**src/rtl/agc_gain_ctrl.sv**
```systemverilog
// agc_gain_ctrl: automatic gain control loop for a programmable gain amplifier.
// Compares incoming RMS measurements against a dead band around TARGET and
// steps a gain code down (attack) or up (decay), handing each new code to the
// PGA through a valid/ready transfer, then ignoring HOLDOFF samples while the
// analog path settles.
//
// Ports:
//   clk          rising-edge clock
//   reset_n      asynchronous active-low reset
//   enable       run control
//   rms_TDATA    RMS measurement (unsigned, WIDTH bits)
//   rms_TVALID   RMS sample strobe (no back-pressure)
//   gain_TDATA   gain code to the PGA (0 = min gain)
//   gain_TVALID  gain code valid
//   gain_TREADY  PGA accepts the gain code
//   locked       level stayed in the dead band for LOCK_COUNT samples
module agc_gain_ctrl #(
    parameter int unsigned WIDTH       = 8,
    parameter int unsigned GAIN_WIDTH  = 6,
    parameter int unsigned TARGET      = 64,
    parameter int unsigned HYST        = 8,
    parameter int unsigned ATTACK_STEP = 2,
    parameter int unsigned DECAY_STEP  = 1,
    parameter int unsigned HOLDOFF     = 16,
    parameter int unsigned LOCK_COUNT  = 4,
    parameter int unsigned GAIN_INIT   = 32
) (
    input  logic                  clk,
    input  logic                  reset_n,
    input  logic                  enable,
    input  logic [WIDTH-1:0]      rms_TDATA,
    input  logic                  rms_TVALID,
    output logic [GAIN_WIDTH-1:0] gain_TDATA,
    output logic                  gain_TVALID,
    input  logic                  gain_TREADY,
    output logic                  locked
);

    // Dead band limits, clamped to the representable measurement range.
    localparam int unsigned WMAX = (1 << WIDTH) - 1;
    localparam int unsigned HI_I =
        (TARGET + HYST > WMAX) ? WMAX : TARGET + HYST;
    localparam int unsigned LO_I =
        (TARGET > HYST) ? TARGET - HYST : 0;
    localparam logic [WIDTH-1:0] HI = WIDTH'(HI_I);
    localparam logic [WIDTH-1:0] LO = WIDTH'(LO_I);

    localparam int GW1 = GAIN_WIDTH + 1;
    localparam logic [GAIN_WIDTH:0]   ATK   = GW1'(ATTACK_STEP);
    localparam logic [GAIN_WIDTH:0]   DEC   = GW1'(DECAY_STEP);
    localparam logic [GAIN_WIDTH-1:0] GINIT = GAIN_WIDTH'(GAIN_INIT);

    localparam int HC_W = $clog2(HOLDOFF + 1);
    localparam int LC_W = $clog2(LOCK_COUNT + 1);
    localparam logic [HC_W-1:0] HOLD_LAST = HC_W'(HOLDOFF - 1);
    localparam logic [LC_W-1:0] LOCK_MAX  = LC_W'(LOCK_COUNT);

    typedef enum logic [1:0] {
        S_IDLE,
        S_UPDATE,
        S_HOLD,
        S_TRACK
    } state_t;

    state_t                state_q, state_d;
    logic [GAIN_WIDTH-1:0] gain_q, gain_d;
    logic                  vld_q, vld_d;
    logic [HC_W-1:0]       hold_q, hold_d;
    logic [LC_W-1:0]       lock_q, lock_d;
    logic                  locked_q;

    logic                  over;
    logic                  under;
    logic [GAIN_WIDTH:0]   dn_ext;
    logic [GAIN_WIDTH:0]   up_ext;
    logic [GAIN_WIDTH-1:0] gain_dn;
    logic [GAIN_WIDTH-1:0] gain_up;
    logic [GAIN_WIDTH-1:0] gain_new;

    assign over  = rms_TDATA > HI;
    assign under = rms_TDATA < LO;

    // The guard bit flags a borrow (below zero) or carry (past full scale),
    // and the result is clamped instead of wrapping.
    assign dn_ext  = {1'b0, gain_q} - ATK;
    assign up_ext  = {1'b0, gain_q} + DEC;
    assign gain_dn = dn_ext[GAIN_WIDTH] ? '0 : dn_ext[GAIN_WIDTH-1:0];
    assign gain_up = up_ext[GAIN_WIDTH] ? '1 : up_ext[GAIN_WIDTH-1:0];
    assign gain_new = over ? gain_dn : gain_up;

    always_comb begin
        state_d = state_q;
        gain_d  = gain_q;
        vld_d   = vld_q;
        hold_d  = hold_q;
        lock_d  = lock_q;
        unique case (state_q)
            S_IDLE: begin
                hold_d = '0;
                lock_d = '0;
                if (enable) begin
                    gain_d  = GINIT;
                    vld_d   = 1'b1;
                    state_d = S_UPDATE;
                end
            end
            S_UPDATE: begin
                // Code is frozen until accepted; enable and rms are ignored.
                lock_d = '0;
                if (gain_TREADY) begin
                    vld_d   = 1'b0;
                    hold_d  = '0;
                    state_d = S_HOLD;
                end
            end
            S_HOLD: begin
                lock_d = '0;
                if (rms_TVALID) begin
                    if (hold_q == HOLD_LAST) begin
                        hold_d  = '0;
                        state_d = enable ? S_TRACK : S_IDLE;
                    end else begin
                        hold_d = hold_q + HC_W'(1);
                    end
                end
            end
            S_TRACK: begin
                if (!enable) begin
                    state_d = S_IDLE;
                    lock_d  = '0;
                end else if (rms_TVALID) begin
                    if (over || under) begin
                        lock_d = '0;
                        // A saturated gain produces no transfer.
                        if (gain_new != gain_q) begin
                            gain_d  = gain_new;
                            vld_d   = 1'b1;
                            state_d = S_UPDATE;
                        end
                    end else if (lock_q != LOCK_MAX) begin
                        lock_d = lock_q + LC_W'(1);
                    end
                end
            end
        endcase
    end

    always_ff @(posedge clk or negedge reset_n) begin
        if (!reset_n) begin
            state_q  <= S_IDLE;
            gain_q   <= GINIT;
            vld_q    <= 1'b0;
            hold_q   <= '0;
            lock_q   <= '0;
            locked_q <= 1'b0;
        end else begin
            state_q  <= state_d;
            gain_q   <= gain_d;
            vld_q    <= vld_d;
            hold_q   <= hold_d;
            lock_q   <= lock_d;
            locked_q <= (lock_d == LOCK_MAX);
        end
    end

    assign gain_TDATA  = gain_q;
    assign gain_TVALID = vld_q;
    assign locked      = locked_q;

endmodule
```
**config.mk**
```make
export PLATFORM = sky130hd
export DESIGN_NAME = agc_gain_ctrl
export DESIGN_NICKNAME = d
export VERILOG_FILES = /design/src/rtl/agc_gain_ctrl.sv
export SDC_FILE = /design/constraint.sdc
export NUM_CORES = 1
export LEC_CHECK = 0
export ABC_AREA = 0
export CAP_MARGIN = 20
export CORE_ASPECT_RATIO = 0.8
export CORE_UTILIZATION = 55
export DETAILED_ROUTE_END_ITERATION = 7
export DONT_BUFFER_PORTS = 1
export GPL_ROUTABILITY_DRIVEN = 0
export PLACE_DENSITY = 0.67
export SYNTH_ARGS = -nofsm -noshare
export SYNTH_HDL_FRONTEND = slang
export SYNTH_SLANG_ARGS = --single-unit
```
**constraint.sdc**
```tcl
create_clock -name clk -period 2 [get_ports clk]
set_input_delay 0.4 -clock clk [delete_from_list [all_inputs] [get_ports clk]]
set_output_delay 0.4 -clock clk [all_outputs]
set_load 0.02 [all_outputs]
```
==> out/qor.yml, run 1 <==
sta:
  finalCritPeriodShare_pct: 90.8
  max_slew_margin_pct: 43.1
  setup_ws_ps: 184
  setup_viol_count_final: 0
  hold_viol_final: 0
  fin_setup_tns_ps: 0
  drv_slew: 0
  tightest_slew_ps: 850
  fmax_mhz: 551
  fin_skew_ps: 12.7
  rsz0062_at_grt: "false"
  timing.final.crit_period_ps: 1820
power:
  powerDensity_nw_per_um2: 1160
  p_leak_uw: 0.000626
  total_power_uw: 1650
  vdd_drop_max_uv: 780
setup_path:
  crit_arrival_ps: 2050
  critical_path_peak_fanout: 7
  crit_type: "reg -> reg"
  critical_path_required_ps: 2230
  start_kind: "flip-flop"
  critical_path.endpoint_type: "flip-flop"
clock_tree:
  cts_tree: "yes"
  numClockSinks: 18
  cts_root_buf: "clkbuf_4"
  htree_levels: 1
  clockBufferDepth: 2
  cts_setup_buffers: 0
  cts-buffers-inserted: 3
  path_clk_slew_ps: 110
  clkLatencyLatePin_ps: 300
drt:
  via_per_inst: 6.17
  drt_iter0_drc: 33
  wire_per_inst_um: 15.8
  route.detailed.drc: 0
  drt-total-wl_um: 2880
  ant_nets: 0
  dr.pass1.iters: 4
  num_vias: 1123
die:
  die-area_um2: 2520
  initial_core_util_pct: 58.6
  core-area_um2: 2180
  io_pins: 21
  die_x_um: 55.9
  placementRows: 15
  die_height_um: 45.1
yosys:
  synth_nets: 164
  ys_ff_latch: 18
  syn_inst: 145
  yosys_warnings: 0
  syn-mean-instance-area_um2: 8.80
  synth_xor_area_share_pct: 2.06
  synth_compound_area_share_pct: 18.9
  ys_seq_area_share_pct: 35.4
  synth-edff-count: 0
  syn-cell-area_um2: 1280
  synth-simple-area-share_pct: 27.5
  synthAdderAreaFrac_pct: 5.88
  synth_top_family_by_area: "simple AND/OR/NAND/NOR gates"
  synthArstFlopShare_pct: 100
  ys_types: 44
  synth_ff_type: "dfrtp_1"
  synth_mux_area_share_pct: 5.59
finish:
  nets: 177
  final_layout_size_suffix_gt1_share_pct: 17.8
  n_antenna_cell: 0
  final_common_cell: "dfrtp_1"
  area_delta_synth_final_pct: 11.3
  fillerInstances: 186
  layout_common_cells: "dfrtp_1 (17), nand2_1 (15), buf_4 (14), nor2_1 (10), o21ai_0 (10)"
global_route:
  grtUsageTotal_pct: 24.6
  antenna_found_initial: 0
  overflow: 0
  first_global_vias: 1052
  grt_first_pass_wirelength_um: 4650
  grt_max_degree: 19
flow_run:
  cap_violations: 0
placement:
  dp_hpwl_um: 2180
  pre_cts_ws_ps: 176
  io_buffers: 0
status:
  status: "complete, no violations"
worst_hold_path:
  hp-class: "in -> reg"
-- final timing paths --
kind,end,start,cells after the start,slack (ps)
setup / recovery,gain_TDATA[1]$_DFFE_PN0P_,gain_TDATA[2]$_DFFE_PN0P_,6,180
max in group asynchronous,hold_q[1]$_DFFE_PN0P_,reset_n,1,830
hold reg to reg,hold_q[1]$_DFFE_PN0P_,hold_q[1]$_DFFE_PN0P_,1,550
setup reg to reg,gain_TDATA[1]$_DFFE_PN0P_,gain_TDATA[2]$_DFFE_PN0P_,6,180
hold / removal,state_q[1]$_DFFE_PN0P_,enable,1,250
min in group asynchronous,gain_TDATA[2]$_DFFE_PN0P_,reset_n,1,640
-- sequential cells by signal, summed over array words and instances (netlist names) --
register / cells
gain_TDATA: 6
hold_q: 5
lock_q: 3
state_q: 2
gain_TVALID: 1
locked: 1
-- critical path, stage by stage (launching register included) --
cell,delay (ps)
dfrtp_1,460
or3_4,430
nor4_2,140
mux2i_1,100
buf_4,170
a21oi_1,250
a22o_1,200
-- synth_stat cells, drive strengths merged, types with 3 or more instances --
cell    number  area [um^2]
nand2       15         56.3
nor3b        4         30.0
nor3         5         25.0
nor2b        6         37.5
o31ai        3         22.5
inv          7         26.3
a21oi        8         40.0
nand3        9         45.0
clkbuf       3         12.5
ha           6         75.1
buf          4         20.0
dfrtp       17          425
o21ai       10         50.1
nor2        10         37.5
mux2i        6         60.1
-- layout make-up --
class	count	area, um^2	area share [%]
sequential	18	452	31.8
timing repair buffer	15	115	8.11
tap	25	31.3	2.20
inverter	7	26.3	1.85
clock buffer	4	26.3	1.85
multi-input combinational	113	769	54.2
-- per-layer routing --
layer	global-route usage, %	wire [um]	up-vias
met2	36.9	1210	47
met4	4.39	21	0
li1	-	-	552
met5	0	0	-
met3	10.3	247	4
met1	34.1	1410	520
-- metrics by stage --
stage | cell area (um^2) | hold slack (ps) | cells | util, %
after floorplan | 1280 | 104 | 145 | -
after global placement | 1380 | 105 | 177 | 63.4
after detailed placement | 1380 | 105 | 177 | 63.4
after CTS | 1420 | 245 | 182 | 65.1
after global routing | 1420 | 235 | 182 | 65.2
final | 1420 | 246 | 182 | 65.2
-- report_power, final --
part	leakage (uW)	switching, uW	internal [uW]	total [uW]
clock	0.0000150	117	77.6	194
sequential	0.000232	123	468	591
combinational	0.000379	479	387	867
-- repair_timing --
action / 4_1_cts / 5_1_grt
endpoints found under the setup margin: 0 / 1
hold buffers: 1 / 0
gates resized for setup: 0 / 1
hold endpoints to repair: 18 / 0
-- cell families after synthesis --
family / count (synthesis)
AO/OA/AOI/OAI: 34
adder cells (fa/ha/maj): 6
flip-flops: 18
buffers and inverters: 14
XOR/XNOR: 3
multiplexers: 7
AND/OR/NAND/NOR: 63
Note: power is estimated with default switching activity, not from simulation.
==> inputs of run 2 (changes only) <==
--- a/config.mk
+++ b/config.mk
@@ -7,12 +7,15 @@
 export LEC_CHECK = 0
 export ABC_AREA = 0
 export CAP_MARGIN = 20
+export CELL_PAD_IN_SITES_DETAIL_PLACEMENT = 1
+export CELL_PAD_IN_SITES_GLOBAL_PLACEMENT = 1
 export CORE_ASPECT_RATIO = 0.8
-export CORE_UTILIZATION = 55
+export CORE_UTILIZATION = 47
+export CTS_BUF_LIST = sky130_fd_sc_hd__clkbuf_16
 export DETAILED_ROUTE_END_ITERATION = 7
 export DONT_BUFFER_PORTS = 1
 export GPL_ROUTABILITY_DRIVEN = 0
-export PLACE_DENSITY = 0.67
+export PLACE_DENSITY = 0.75
 export SYNTH_ARGS = -nofsm -noshare
 export SYNTH_HDL_FRONTEND = slang
 export SYNTH_SLANG_ARGS = --single-unit
==> out/qor.yml, run 2 (same netlist as run 1, synthesis figures left out) <==
setup_path:
  critical_path.endpoint_type: "flip-flop"
  critical_path_required_ps: 2190
  slowest_delay_ps: 440
  crit_arrival_ps: 2010
  critical_path_peak_fanout: 7
  crit_type: "reg -> reg"
  slowest_stage: "or3_4"
  start_kind: "flip-flop"
  crit_chain: "or3_4 > nor4_2 > mux2i_1 > buf_4 > a21oi_1 > a22o_1"
power:
  powerDensity_nw_per_um2: 1290
  vdd_drop_max_uv: 744
  p_leak_uw: 0.000639
die:
  io_pins: 21
  core-area_um2: 2500
  placementRows: 16
  die_height_um: 48.6
  initial_core_util_pct: 51.0
  die_x_um: 60.3
  die-area_um2: 2930
global_route:
  first_global_vias: 1265
  grt_max_degree: 19
  grt.busiest_layer: "met2"
  gr-usage-met3_pct: 6.95
  met2_usage_pct: 46.2
  overflow: 0
  grt_use_met1_pct: 36.8
  grtUsageTotal_pct: 27.9
  grt_first_pass_wirelength_um: 6060
  antenna_found_initial: 0
finish:
  final_common_cell: "dfrtp_1"
  fin_util_pct: 59.0
  area_delta_synth_final_pct: 15.7
  largest_register_ff_count: 6
  final_layout_size_suffix_gt1_share_pct: 17.4
  layout_common_cells: "dfrtp_1 (17), nand2_1 (15), buf_4 (12), nor2_1 (10), o21ai_0 (10)"
  nets: 175
  fillerInstances: 306
  n_antenna_cell: 0
  design_area_um2: 1480
clock_tree:
  clockBufferDepth: 2
  numClockSinks: 18
  clkLatencyLatePin_ps: 250
  htree_levels: 1
  cts_setup_buffers: 0
  cts-buffers-inserted: 3
  cts_tree: "yes"
  cts_root_buf: "clkbuf_16"
  path_clk_slew_ps: 50
worst_hold_path:
  hp-class: "in -> reg"
sta:
  max_slew_margin_pct: 43.5
  finalCritPeriodShare_pct: 90.9
  hold_viol_final: 0
  timing.final.crit_period_ps: 1820
  tightest_slew_ps: 845
  rsz0062_at_grt: "false"
  setup_viol_count_final: 0
  fin_setup_tns_ps: 0
  drv_slew: 0
  fin_skew_ps: 4.46
  fmax_mhz: 550
drt:
  drt_iter0_drc: 23
  via_per_inst: 6.12
  wire_per_inst_um: 19.2
  drt-total-wl_um: 3680
  ant_nets: 0
  num_vias: 1169
  route.detailed.drc: 0
  dr.pass1.iters: 6
placement:
  io_buffers: 0
  dp_hpwl_um: 2750
  placed_area_um2: 1380
flow_run:
  cap_violations: 0
status:
  status: "complete, no violations"
[run 2: cell type report]
class	instances	area [um^2]	area share, %
multi-input combinational	113	774	52.5
sequential	18	452	30.6
timing repair buffer	13	100	6.78
clock buffer	3	75.1	5.08
tap	36	45.0	3.05
inverter	7	26.3	1.78
clock inverter	1	3.75	0.254
[run 2: power breakdown]
part | total (uW) | switching (uW) | internal, uW
Clock | 402 | 136 | 266
Combinational | 899 | 521 | 378
Sequential | 599 | 129 | 470
Total | 1900 | 787 | 1110
[run 2: critical path: cells and delay by family (launching register included)]
kind                   cells  cell delay [ps]
AO/OA/AOI/OAI              2              460
buffers and inverters      1              180
flip-flops                 1              430
multiplexers               1              100
AND/OR/NAND/NOR            2              590
[run 2: path summary, 6_finish.rpt]
check                                     startpoint                   endpoint  slack [ps]  depth (start not counted)
setup / recovery           gain_TDATA[2]$_DFFE_PN0P_  gain_TDATA[1]$_DFFE_PN0P_         180                          6
hold / removal                                enable     state_q[0]$_DFFE_PN0P_         300                          2
setup reg to reg           gain_TDATA[2]$_DFFE_PN0P_  gain_TDATA[1]$_DFFE_PN0P_         180                          6
hold reg to reg                hold_q[1]$_DFFE_PN0P_      hold_q[1]$_DFFE_PN0P_         520                          1
max in group asynchronous                    reset_n  gain_TDATA[3]$_DFFE_PN0P_         770                          1
min in group asynchronous                    reset_n        lock_q[1]$_DFF_PN0_         700                          1
[run 2: per-stage QoR]
stage	worst slack [ps]	power (uW)	hold slack, ps	cells
2_1_floorplan	143	1200	104	145
3_3_place_gp	205	1420	105	186
3_5_place_dp	143	1480	105	186
4_1_cts	120	1900	306	191
5_1_grt	57.7	2030	314	191
6_report	181	1900	302	191
[run 2: repair_timing]
action,CTS,global route
hold buffers,1,0
hold endpoints to repair,18,0
resized for setup,0,2
setup endpoints to repair,0,4
[run 2: layer usage]
layer,vias to the layer above,routed length (um)
met5,-,0
met4,0,34
met3,4,142
met2,23,1800
met1,593,1690
li1,549,-
